**config.mk**
```make
export PLATFORM = sky130hd
export DESIGN_NAME = laser_collide
export DESIGN_NICKNAME = d
export VERILOG_FILES = /design/src/rtl/jetpack_pkg.sv /design/src/rtl/laser_collide_lfsr8.sv /design/src/rtl/laser_collide.sv
export SDC_FILE = /design/constraint.sdc
export NUM_CORES = 1
export LEC_CHECK = 0
export ABC_AREA = 0
export BUFFER_PORTS_ARGS = -buffer_cell sky130_fd_sc_hd__buf_2
export CAP_MARGIN = 5
export CORE_MARGIN = 8
export CORE_UTILIZATION = 52
export CTS_CLUSTER_DIAMETER = 120
export DETAILED_ROUTE_END_ITERATION = 7
export GPL_ROUTABILITY_DRIVEN = 0
export PLACE_DENSITY = 0.77
export SKIP_CTS_REPAIR_TIMING = 1
export SYNTH_ARGS = -nofsm -noshare
export SYNTH_HDL_FRONTEND = slang
export SYNTH_HIERARCHICAL = 1
export SYNTH_SLANG_ARGS = --single-unit
```
**constraint.sdc**
```tcl
create_clock -name clk -period 2.5 [get_ports clk]
set_clock_uncertainty 0.05 [all_clocks]
set_input_delay 0.375 -clock clk [delete_from_list [all_inputs] [get_ports clk]]
set_output_delay 0.375 -clock clk [all_outputs]
set_load 0.005 [all_outputs]
```
**src/rtl/jetpack_pkg.sv**
```systemverilog
// jetpack_pkg: shared game-state type, screen and Barry geometry, and the
// laser LFSR helpers used by the Jetpack game blocks.
package jetpack_pkg;

    typedef enum logic [1:0] {
        IDLE = 2'd0,
        RUN  = 2'd1,
        HIT  = 2'd2,
        OVER = 2'd3
    } game_state_e;

    localparam int SCREEN_W     = 640;
    localparam int SCREEN_H     = 480;

    localparam int BARRY_X      = 100;
    localparam int BARRY_W      = 32;
    localparam int BARRY_H      = 48;
    localparam int BARRY_Y_MIN  = 4;
    localparam int BARRY_Y_MAX  = 420;

    localparam int LASER_W      = 16;
    localparam int LASER_H      = 64;
    localparam int SPEED        = 4;
    localparam int FLASH_FRAMES = 30;
    localparam int SCORE_W      = 16;

    // Laser spawn row is the LFSR value lifted clear of the top HUD strip.
    localparam int LASER_Y_BASE = 64;

    localparam logic [7:0] LFSR_SEED = 8'hA5;
    localparam logic [7:0] LFSR_TAPS = 8'hB8;

    function automatic logic [7:0] lfsr_next(input logic [7:0] cur);
        return {1'b0, cur[7:1]} ^ (cur[0] ? LFSR_TAPS : 8'h00);
    endfunction

    function automatic logic [8:0] spawn_y(input logic [7:0] rnd);
        return {1'b0, rnd} + 9'(LASER_Y_BASE);
    endfunction

endpackage

```
**src/rtl/laser_collide_lfsr8.sv**
```systemverilog
// lfsr8: 8-bit right-shifting Galois LFSR (taps 8'hB8, seed 8'hA5) that
// steps once per cycle with en high; a nonzero seed keeps it out of zero.
module lfsr8
    import jetpack_pkg::*;
(
    input  logic       clk,
    input  logic       reset,
    input  logic       en,
    output logic [7:0] q
);

    logic [7:0] q_q;
    logic [7:0] q_d;

    // NOTE: the next-state default is assigned first so no path leaves q_d
    // unassigned, which would otherwise infer a latch.
    always_comb begin
        q_d = q_q;
        if (en) begin
            q_d = lfsr_next(q_q);
        end
    end

    // NOTE: registers use non-blocking assignment so every flop samples the
    // values from before the edge, whatever the order of the processes.
    always_ff @(posedge clk) begin
        if (reset) begin
            q_q <= LFSR_SEED;
        end else begin
            q_q <= q_d;
        end
    end

    assign q = q_q;

endmodule

```
**src/rtl/laser_collide.sv**
```systemverilog
// laser_collide: one scrolling laser, Barry overlap detection, the
// IDLE/RUN/HIT/OVER game FSM and the frame score. LASER_COLLIDE_LIVES_EN adds lives.
module laser_collide #(
    parameter int SCREEN_W     = jetpack_pkg::SCREEN_W,
    parameter int BARRY_X      = jetpack_pkg::BARRY_X,
    parameter int BARRY_W      = jetpack_pkg::BARRY_W,
    parameter int BARRY_H      = jetpack_pkg::BARRY_H,
    parameter int LASER_W      = jetpack_pkg::LASER_W,
    parameter int LASER_H      = jetpack_pkg::LASER_H,
    parameter int SPEED        = jetpack_pkg::SPEED,
    parameter int FLASH_FRAMES = jetpack_pkg::FLASH_FRAMES,
    parameter int SCORE_W      = jetpack_pkg::SCORE_W
) (
    input  logic               clk,
    input  logic               reset,
    input  logic               frame_start,
    input  logic               start,
    input  logic [8:0]         barry_y,
    output logic [9:0]         laser_x,
    output logic [8:0]         laser_y,
    output logic               laser_active,
    output logic               hit,
    output logic               game_over,
    output logic [SCORE_W-1:0] score
`ifdef LASER_COLLIDE_LIVES_EN
    ,
    output logic [1:0]         lives
`endif
);

    import jetpack_pkg::*;

    localparam int FLASH_W = (FLASH_FRAMES > 1) ? $clog2(FLASH_FRAMES) : 1;

    localparam logic [9:0]         SPAWN_X    = 10'(SCREEN_W);
    localparam logic [9:0]         STEP_X     = 10'(SPEED);
    localparam logic [FLASH_W-1:0] FLASH_LAST = FLASH_W'(FLASH_FRAMES - 1);
    localparam logic [SCORE_W-1:0] SCORE_MAX  = {SCORE_W{1'b1}};

    localparam logic [10:0] BOX_L   = 11'(BARRY_X);
    localparam logic [10:0] BOX_R   = 11'(BARRY_X + BARRY_W);
    localparam logic [10:0] BOX_H   = 11'(BARRY_H);
    localparam logic [10:0] LASER_WX = 11'(LASER_W);
    localparam logic [10:0] LASER_HY = 11'(LASER_H);

    game_state_e        state_q, state_d;
    logic [9:0]         laser_x_q, laser_x_d;
    logic [8:0]         laser_y_q, laser_y_d;
    logic [SCORE_W-1:0] score_q, score_d;
    logic [FLASH_W-1:0] flash_q, flash_d;
    logic [8:0]         by_q, by_d;
    logic [7:0]         lfsr_q;
    logic               lfsr_en;
    logic               overlap;

`ifdef LASER_COLLIDE_LIVES_EN
    logic [1:0]         lives_q, lives_d;
`endif

    lfsr8 u_lfsr (
        .clk   (clk),
        .reset (reset),
        .en    (lfsr_en),
        .q     (lfsr_q)
    );

    // Strict compares: boxes that only share an edge do not collide.
    always_comb begin
        logic [10:0] lx, ly, by;
        lx = {1'b0, laser_x_q};
        ly = {2'b00, laser_y_q};
        by = {2'b00, by_q};
        overlap = (lx < BOX_R) && ((lx + LASER_WX) > BOX_L) &&
                  (ly < (by + BOX_H)) && ((ly + LASER_HY) > by);
    end

    always_comb begin
        state_d   = state_q;
        laser_x_d = laser_x_q;
        laser_y_d = laser_y_q;
        score_d   = score_q;
        flash_d   = flash_q;
        by_d      = frame_start ? barry_y : by_q;
        lfsr_en   = 1'b0;
`ifdef LASER_COLLIDE_LIVES_EN
        lives_d   = lives_q;
`endif

        unique case (state_q)
            IDLE: begin
                if (start) begin
                    state_d   = RUN;
                    score_d   = '0;
                    laser_x_d = SPAWN_X;
                    laser_y_d = spawn_y(lfsr_q);
`ifdef LASER_COLLIDE_LIVES_EN
                    lives_d   = 2'd3;
`endif
                end
            end

            RUN: begin
                // A detected hit takes priority over this cycle's motion.
                if (overlap) begin
                    state_d = HIT;
                    flash_d = '0;
`ifdef LASER_COLLIDE_LIVES_EN
                    lives_d = lives_q - 2'd1;
`endif
                end else if (frame_start) begin
                    lfsr_en = 1'b1;
                    if (score_q != SCORE_MAX) begin
                        score_d = score_q + 1'b1;
                    end
                    if (laser_x_q < STEP_X) begin
                        laser_x_d = SPAWN_X;
                        laser_y_d = spawn_y(lfsr_q);
                    end else begin
                        laser_x_d = laser_x_q - STEP_X;
                    end
                end
            end

            HIT: begin
                if (frame_start) begin
                    if (flash_q == FLASH_LAST) begin
`ifdef LASER_COLLIDE_LIVES_EN
                        if (lives_q != 2'd0) begin
                            state_d   = RUN;
                            laser_x_d = SPAWN_X;
                            laser_y_d = spawn_y(lfsr_q);
                        end else begin
                            state_d   = OVER;
                        end
`else
                        state_d = OVER;
`endif
                    end else begin
                        flash_d = flash_q + 1'b1;
                    end
                end
            end

            OVER: begin
                if (start) begin
                    state_d = IDLE;
                end
            end

            default: state_d = IDLE;
        endcase
    end

    always_ff @(posedge clk) begin
        if (reset) begin
            state_q   <= IDLE;
            laser_x_q <= SPAWN_X;
            laser_y_q <= '0;
            score_q   <= '0;
            flash_q   <= '0;
            by_q      <= '0;
        end else begin
            state_q   <= state_d;
            laser_x_q <= laser_x_d;
            laser_y_q <= laser_y_d;
            score_q   <= score_d;
            flash_q   <= flash_d;
            by_q      <= by_d;
        end
    end

`ifdef LASER_COLLIDE_LIVES_EN
    always_ff @(posedge clk) begin
        if (reset) begin
            lives_q <= 2'd3;
        end else begin
            lives_q <= lives_d;
        end
    end

    assign lives = lives_q;
`endif

    assign laser_x      = laser_x_q;
    assign laser_y      = laser_y_q;
    assign score        = score_q;
    assign laser_active = (state_q == RUN) || (state_q == HIT);
    assign hit          = (state_q == HIT);
    assign game_over    = (state_q == OVER);

endmodule

```
==> metrics.txt, run 1 <==
# port buffers=48; leakage component of the power=1.92 nW; worst path setup slack after routing=-0.257 ns; number of flops mapped to enable cells by yosys=0; number of endpoints with negative hold slack in the final report=0; post-synthesis sequential area ratio=0.340; Tcrit/Tclk final=1.10; share of synthesized cell area in and, or, nand and nor gates=0.210; CTS sink count=57; Compound-Gate Fraction of Synth Area=0.160; clock transition time at the flip-flop clock pins of the worst setup and hold paths=0.07 ns; largest net degree at the start of global routing=35; Cell Rows=29; number of storage elements in the synthesis netlist=57; Total Die Area=9270 um2; VDD IR max=0.000731 V; result of the run=complete, but fails checks; total routed wirelength=9360 um; number of distinct library cells after synthesis=64; ordered list of cells on the worst path=inv_2 -> ha_4 -> xor2_1 -> ha_1 -> o21ai_1 -> nor2_1 -> o2111a_2 -> a211oi_4 -> buf_6 -> o211ai_4 -> nand3_2 -> or4_4 -> nand2_2; via count of the first global-routing pass=2955; CP Class=flip-flop to flip-flop; commonest cells after routing, fill and taps aside=52 x dfxtp_1, 48 x buf_2, 42 x buf_4; power density over the cells=1010 nW/um2; adder and majority cell fraction of the synthesized area=0.108; portion of synthesized cell area occupied by the leading cell type=0.340; deepest clock path buffer count=2; max-cap viol count=0; Syn Std Cell Area=3350 um2; type of element capturing the critical path=flip-flop; clock network latency to the later pin of the worst-skew pair=0.35 ns; setup slack at placement=-0.244 ns; post-detailed-placement half-perimeter wirelength=5770 um; CTS tree=built; DR vias=3195; violated checks=negative setup slack; commonest non-fill, non-tap cell in the layout=dfxtp_1; CP startpoint kind=flip-flop; Final TNS setup=-5.80 ns; count of non-filler cells in the finished layout=547; multiplexer share of the synthesized area=0.0900; Rel. slew slack=0.387; Setup-failing EPs final=47; fraction of registers with async set or reset after synthesis=0; Post-synth top flop=dfxtp_1; time the worst path needs with I/O delays and setup=2.76 ns; main area contributors after synthesis=dfxtp_1 34%, ha_1 11%, mux2i_1 8.7%; H-tree depth reported by CTS=3; die outline height=96.3 um; fmax=363 MHz; routed vias/inst=5.84; synthesized area per cell=9.23 um2; synthesized instance count=363; Hold Crit Class=primary input to flip-flop; arrival time reported for the critical path endpoint=3.00 ns; critical-path cell with the highest stage delay=or4_4; drt drc=0; largest driver fanout on the critical path=6; floorplan die width=96.3 um; Root Buffer=clkbuf_8; worst path buffer plus inverter count=2; Synthesis Warnings=6; overall overflow remaining after global route=0; worst-margin pin slew=0.913 ns; Crit path largest cell delay=0.52 ns; share of layout cells above drive strength 1=0.402; boundary pin count=51; cell family with the largest share of critical-path delay=simple AND/OR/NAND/NOR gates; GRT Util Overall=0.172; TritonCTS Buffers=9; initial standard-cell utilization of the core=0.534; count of antenna diodes in the layout=0; number of slew-limit violations in the final report=0; Initial DRC Count=122; most area-hungry cell type in the Yosys netlist=dfxtp_1; main combinational cell family by area after synthesis=simple AND/OR/NAND/NOR gates; Syn-to-layout area delta=35.2%; number of antenna violations at the first check in global routing=0; Final ANT Viol Nets=0; average wire per cell in the routed design=17.1 um; placeable core region=6280 um2; iteration count of the initial detailed-routing pass=5; synthesized-area fraction occupied by xor and xnor cells=0.0340; number of nets in the final layout=508; post-placement cell count=515; first-pass GRT wire length=12800 um; RSZ-0062 raised after global routing=yes; Data required, critical path=2.75 ns
where the power goes:
| group | internal (mW) | total (mW) | switching (mW) |
|---|---|---|---|
| registers | 1.06 | 1.23 | 0.168 |
| clock network | 0.449 | 0.846 | 0.397 |
| logic | 1.16 | 2.51 | 1.34 |
through the flow:
stage / hold slack [ns] / power, mW / util / instance area, um2
5_1_grt: 0.212 / 4.84 / 0.722 / 4530
6_report: 0.216 / 4.58 / 0.722 / 4530
4_1_cts: 0.214 / 4.10 / 0.659 / 4140
3_5_place_dp: 0.440 / 3.25 / 0.630 / 3950
2_1_floorplan: 0.397 / 2.66 / - / 3410
3_3_place_gp: 0.426 / 3.19 / 0.630 / 3950
metal layers:
metal / global-route usage / wire length (um) / up-vias
met1: 0.196 / 3760 / 1520
li1: - / - / 1510
met2: 0.297 / 4660 / 123
met5: 0 / 0 / -
met4: 0.0883 / 313 / 0
met3: 0.0359 / 629 / 42
worst min-delay path, cell delays in order:
cell and delay [ns]:
buf_2 0.07, mux2i_1 0.05, nor2_1 0.07
synthesized netlist by cell type (3+ instances only):
cell      number
or3_1         10
buf_6          3
buf_4          3
nand4_1        7
ha_1          29
nand2_1       19
o21ai_0       11
nand3_1       12
xnor2_1        8
inv_1         26
nor2_1        43
a211oi_2       4
mux2i_1       29
a21o_1         3
nor3_1         6
a21oi_1       16
dfxtp_1       57
clkbuf_1       4
xor2_1         5
o21ai_1        3
o211ai_1       6
and3_1         5
nor4_1         3
cell type report:
class                      count  area [um2]
clock inverter                 6        60.1
tap                           77        96.3
multi-input combinational    270        2310
timing repair buffer         102         691
clock buffer                   9         124
sequential                    57        1150
fill                         447        1750
inverter                      26         101
registers in the layout (all words and copies together), names as in the netlist:
name	cells
laser_y	9
u_lfsr/q	8
laser_x	8
by_q	9
score	16
flash_q	5
state_q	2
path summary, 6_finish.rpt:
| path | slack, ns | startpoint | end | cells after the start |
|---|---|---|---|---|
| max | -0.26 | by_q[4] | score[5] | 13 |
| min | 0.22 | barry_y[0] | by_q[0] | 3 |
| max reg2reg | -0.26 | by_q[4] | score[5] | 13 |
| min reg2reg | 0.45 | by_q[2] | by_q[2] | 2 |
kinds of logic (layout without fill, tap and decap cells):
logic type	after synthesis	in the layout
simple gates	127	128
compound gates	66	68
flops	57	57
buf+inv	40	143
mux	30	30
fa+ha+maj	29	29
xor+xnor	13	13
other cells	1	2
(Power assumes the default switching activity.)
==> inputs of run 2 (changes only) <==
- CORE_UTILIZATION: 52 -> 46
- PLACE_DENSITY: 0.77 -> 0.69
- SYNTH_HIERARCHICAL: 1 -> unset
==> metrics.txt, run 2 <==
result of the run=complete, but fails checks; violated checks=negative setup slack; number of inserted filler cells in the final layout=596 (+33%); Final ANT Viol Nets=0 (unchanged); Crit path largest cell delay=0.33 ns (-0.19 ns); ordered list of cells on the worst path=inv_2 -> ha_4 -> nor3_4 -> xnor2_1 -> ha_1 -> a21o_1 -> nand2_1 -> nand4_1 -> and2_4 -> a2111oi_4 -> clkbuf_16 -> buf_16 -> o21ai_1 -> a21oi_1; synthesized area per cell=8.52 um2 (-7.8%); routed vias/inst=5.40 (-7.5%); commonest cells after routing, fill and taps aside=52 x dfxtp_1, 48 x buf_2, 44 x buf_4; relative contribution of combinational cells to total power=0.562 (+0.015); most frequent cells after synthesis=57 x dfxtp_1, 38 x nand2_1, 29 x ha_1; count of antenna diodes in the layout=0 (unchanged); critical-path cell with the highest stage delay=dfxtp_2; Syn Std Cell Area=3370 um2 (+0.63%); overall overflow remaining after global route=0 (unchanged); fraction of registers with async set or reset after synthesis=0 (unchanged); CTS sink count=57 (unchanged); clock network latency to the later pin of the worst-skew pair=0.34 ns (about the same); portion of synthesized cell area occupied by the leading cell type=0.338 (-0.00215); GRT Util Overall=0.163 (-0.00912); destination of the worst register-to-register timing path=score[7]; register-to-register setup slack=-0.32 ns (-0.07 ns); DR vias=3204 (+0.28%); setup slack at placement=-0.275 ns (-0.0309 ns); Hold Crit Class=primary input to flip-flop; number of flops mapped to enable cells by yosys=0 (unchanged); Sw Share=0.396 (-0.0206); commonest non-fill, non-tap cell in the layout=dfxtp_1; placeable core region=7180 um2 (+14%); H-tree depth reported by CTS=3 (unchanged); VDD IR max=0.000514 V (-30%); number of distinct library cells after synthesis=55 (-14%); cell area after placement=4090 um2 (+3.4%); number of nets in the final layout=532 (+4.7%); share of layout cells above drive strength 1=0.330 (-0.0722); drt drc=0 (unchanged); largest net degree at the start of global routing=32 (-8.6%); initial standard-cell utilization of the core=0.470 (-0.0639); post-synthesis sequential area ratio=0.338 (-0.00215); power spent charging and discharging nets=1.88 mW (-1.3%); Syn-to-layout area delta=35.9%; max-cap viol count=0 (unchanged); Data required, critical path=2.71 ns (-0.04 ns); die outline height=102 um (+5.6%); Root Buffer=clkbuf_8; number of slew-limit violations in the final report=0 (unchanged); most area-hungry cell type in the Yosys netlist=dfxtp_1; via count of the first global-routing pass=3039 (+2.8%); core utilization of the finished layout=0.639 (-0.0829); CP Class=flip-flop to flip-flop; Synthesis Warnings=0 (-6); total power=4.75 mW (+3.8%); synthesized instance count=396 (+9.1%); main area contributors after synthesis=dfxtp_1 34%, ha_1 11%, mux2i_1 8.3%; Worst Min Path Start=barry_y[0]; share of power burned in the clock network=0.181 (-0.004); arrival time reported for the critical path endpoint=3.03 ns (+0.03 ns); floorplan die width=102 um (+5.6%); power density over the cells=1040 nW/um2 (+2.6%); boundary pin count=51 (unchanged); post-detailed-placement half-perimeter wirelength=6020 um (+4.5%); clock transition time at the flip-flop clock pins of the worst setup and hold paths=0.06 ns (about the same); count leader, synth=dfxtp_1; iteration count of the initial detailed-routing pass=4 (-1); portion of total power attributed to sequential cells=0.257 (-0.011); worst path setup slack after routing=-0.323 ns (-0.0662 ns); first-pass GRT wire length=13600 um (+6.3%); fmax=354 MHz (-2.3%); sequential standard cell area=1150 um2 (-0.22%); Setup-failing EPs final=46 (-2.1%); worst r2r src=by_q[4]; type of element capturing the critical path=flip-flop; number of endpoints with negative hold slack in the final report=0 (unchanged); number of antenna violations at the first check in global routing=0 (unchanged); Final Cell Area=4590 um2 (+1.2%); RSZ-0062 raised after global routing=yes; leakage component of the power=1.97 nW (+2.7%); Reg2Reg Depth=14 (+1); cell depth of the worst hold path=3 (unchanged); area occupied by multi-input gates=2280 um2 (-1.5%); Initial DRC Count=109 (-11%); average wire per cell in the routed design=14.7 um (-14%); CTS tree=built; number of storage elements in the synthesis netlist=57 (unchanged); deepest clock path buffer count=2 (unchanged); Cell Rows=31 (+6.9%); TritonCTS Buffers=9 (unchanged); hold endpoint=by_q[0]; CP startpoint kind=flip-flop; total routed wirelength=8740 um (-6.6%); # port buffers=48 (unchanged); max reg flops=16 (unchanged); cell internal pwr=2.87 mW (+7.4%); Tcrit/Tclk final=1.13 (+0.0265); largest driver fanout on the critical path=15 (+9); time the worst path needs with I/O delays and setup=2.82 ns (+0.0662 ns); Total Die Area=10300 um2 (+11%); Post-synth top flop=dfxtp_1
run 2: changes by cell type in the layout (fill, tap and decap cells not counted), sizes merged, moves of 5 or more:
cell	change
nand2	+18
nor2	-16
o21ai	+9
or3	+9
o211ai	-7
clkbuf	+6
and2	+5
run 2: routing by layer:
layer	global-route usage	vias up	wire (um)
met1	0.183	1517	3790
met5	0	-	0
met4	0.0596	0	91
met3	0.0619	6	491
met2	0.275	57	4360
li1	-	1624	-
run 2: worst max path at each step:
| stage | start | to | cells after the start |
|---|---|---|---|
| after CTS | by_q[5] | score[5] | 14 |
| after floorplan | by_q[4] | laser_y[6] | 12 |
| final | by_q[4] | score[7] | 14 |
| after global routing | by_q[5] | laser_x[3] | 14 |
| after detailed placement | by_q[5] | score[5] | 14 |
| after global placement | laser_y[6] | laser_x[5] | 11 |
run 2: area by class of cell:
type	instances	share of cell area
multi-input cells	297	0.496
flip-flops and latches	57	0.250
repair buffers	103	0.166
clock buffers	12	0.0338
well taps	99	0.0270
inverters	22	0.0180
clock inverters	3	0.00873
run 2: critical path: cells and delay by family, from the launching register on:
family	cells	cell delay, ns
adder cells (fa/ha/maj)	2	0.42
buffers and inverters	3	0.41
AO/OA/AOI/OAI	4	0.71
AND/OR/NAND/NOR	4	0.68
XOR/XNOR	1	0.14
flip-flops	1	0.33
run 2: per-stage QoR:
step	TNS [ns]	instances	hold slack (ns)
2_1_floorplan	-1.23	397	0.397
3_3_place_gp	-3.46	567	0.413
3_5_place_dp	-6.70	567	0.427
4_1_cts	-7.79	582	0.207
5_1_grt	-17.00	593	0.210
6_report	-10.07	593	0.220
run 2: kinds of logic after synthesis:
logic type,count (synthesis),synth area share
flip-flops,57,0.338
adder cells (fa/ha/maj),29,0.108
other,1,0.00111
AO/OA/AOI/OAI,86,0.172
AND/OR/NAND/NOR,144,0.222
buffers and inverters,43,0.0542
multiplexers,29,0.0864
XOR/XNOR,7,0.0182
run 2: power groups by stage:
| stage | logic, mW | clock network, mW | registers (mW) |
|---|---|---|---|
| final | 2.67 | 0.859 | 1.22 |
| after global placement | 2.23 | 0 | 1.22 |
| after global routing | 2.94 | 0.920 | 1.24 |
| after detailed placement | 2.28 | 0 | 1.23 |
| after floorplan | 1.41 | 0 | 1.24 |
| after CTS | 2.29 | 0.879 | 1.21 |
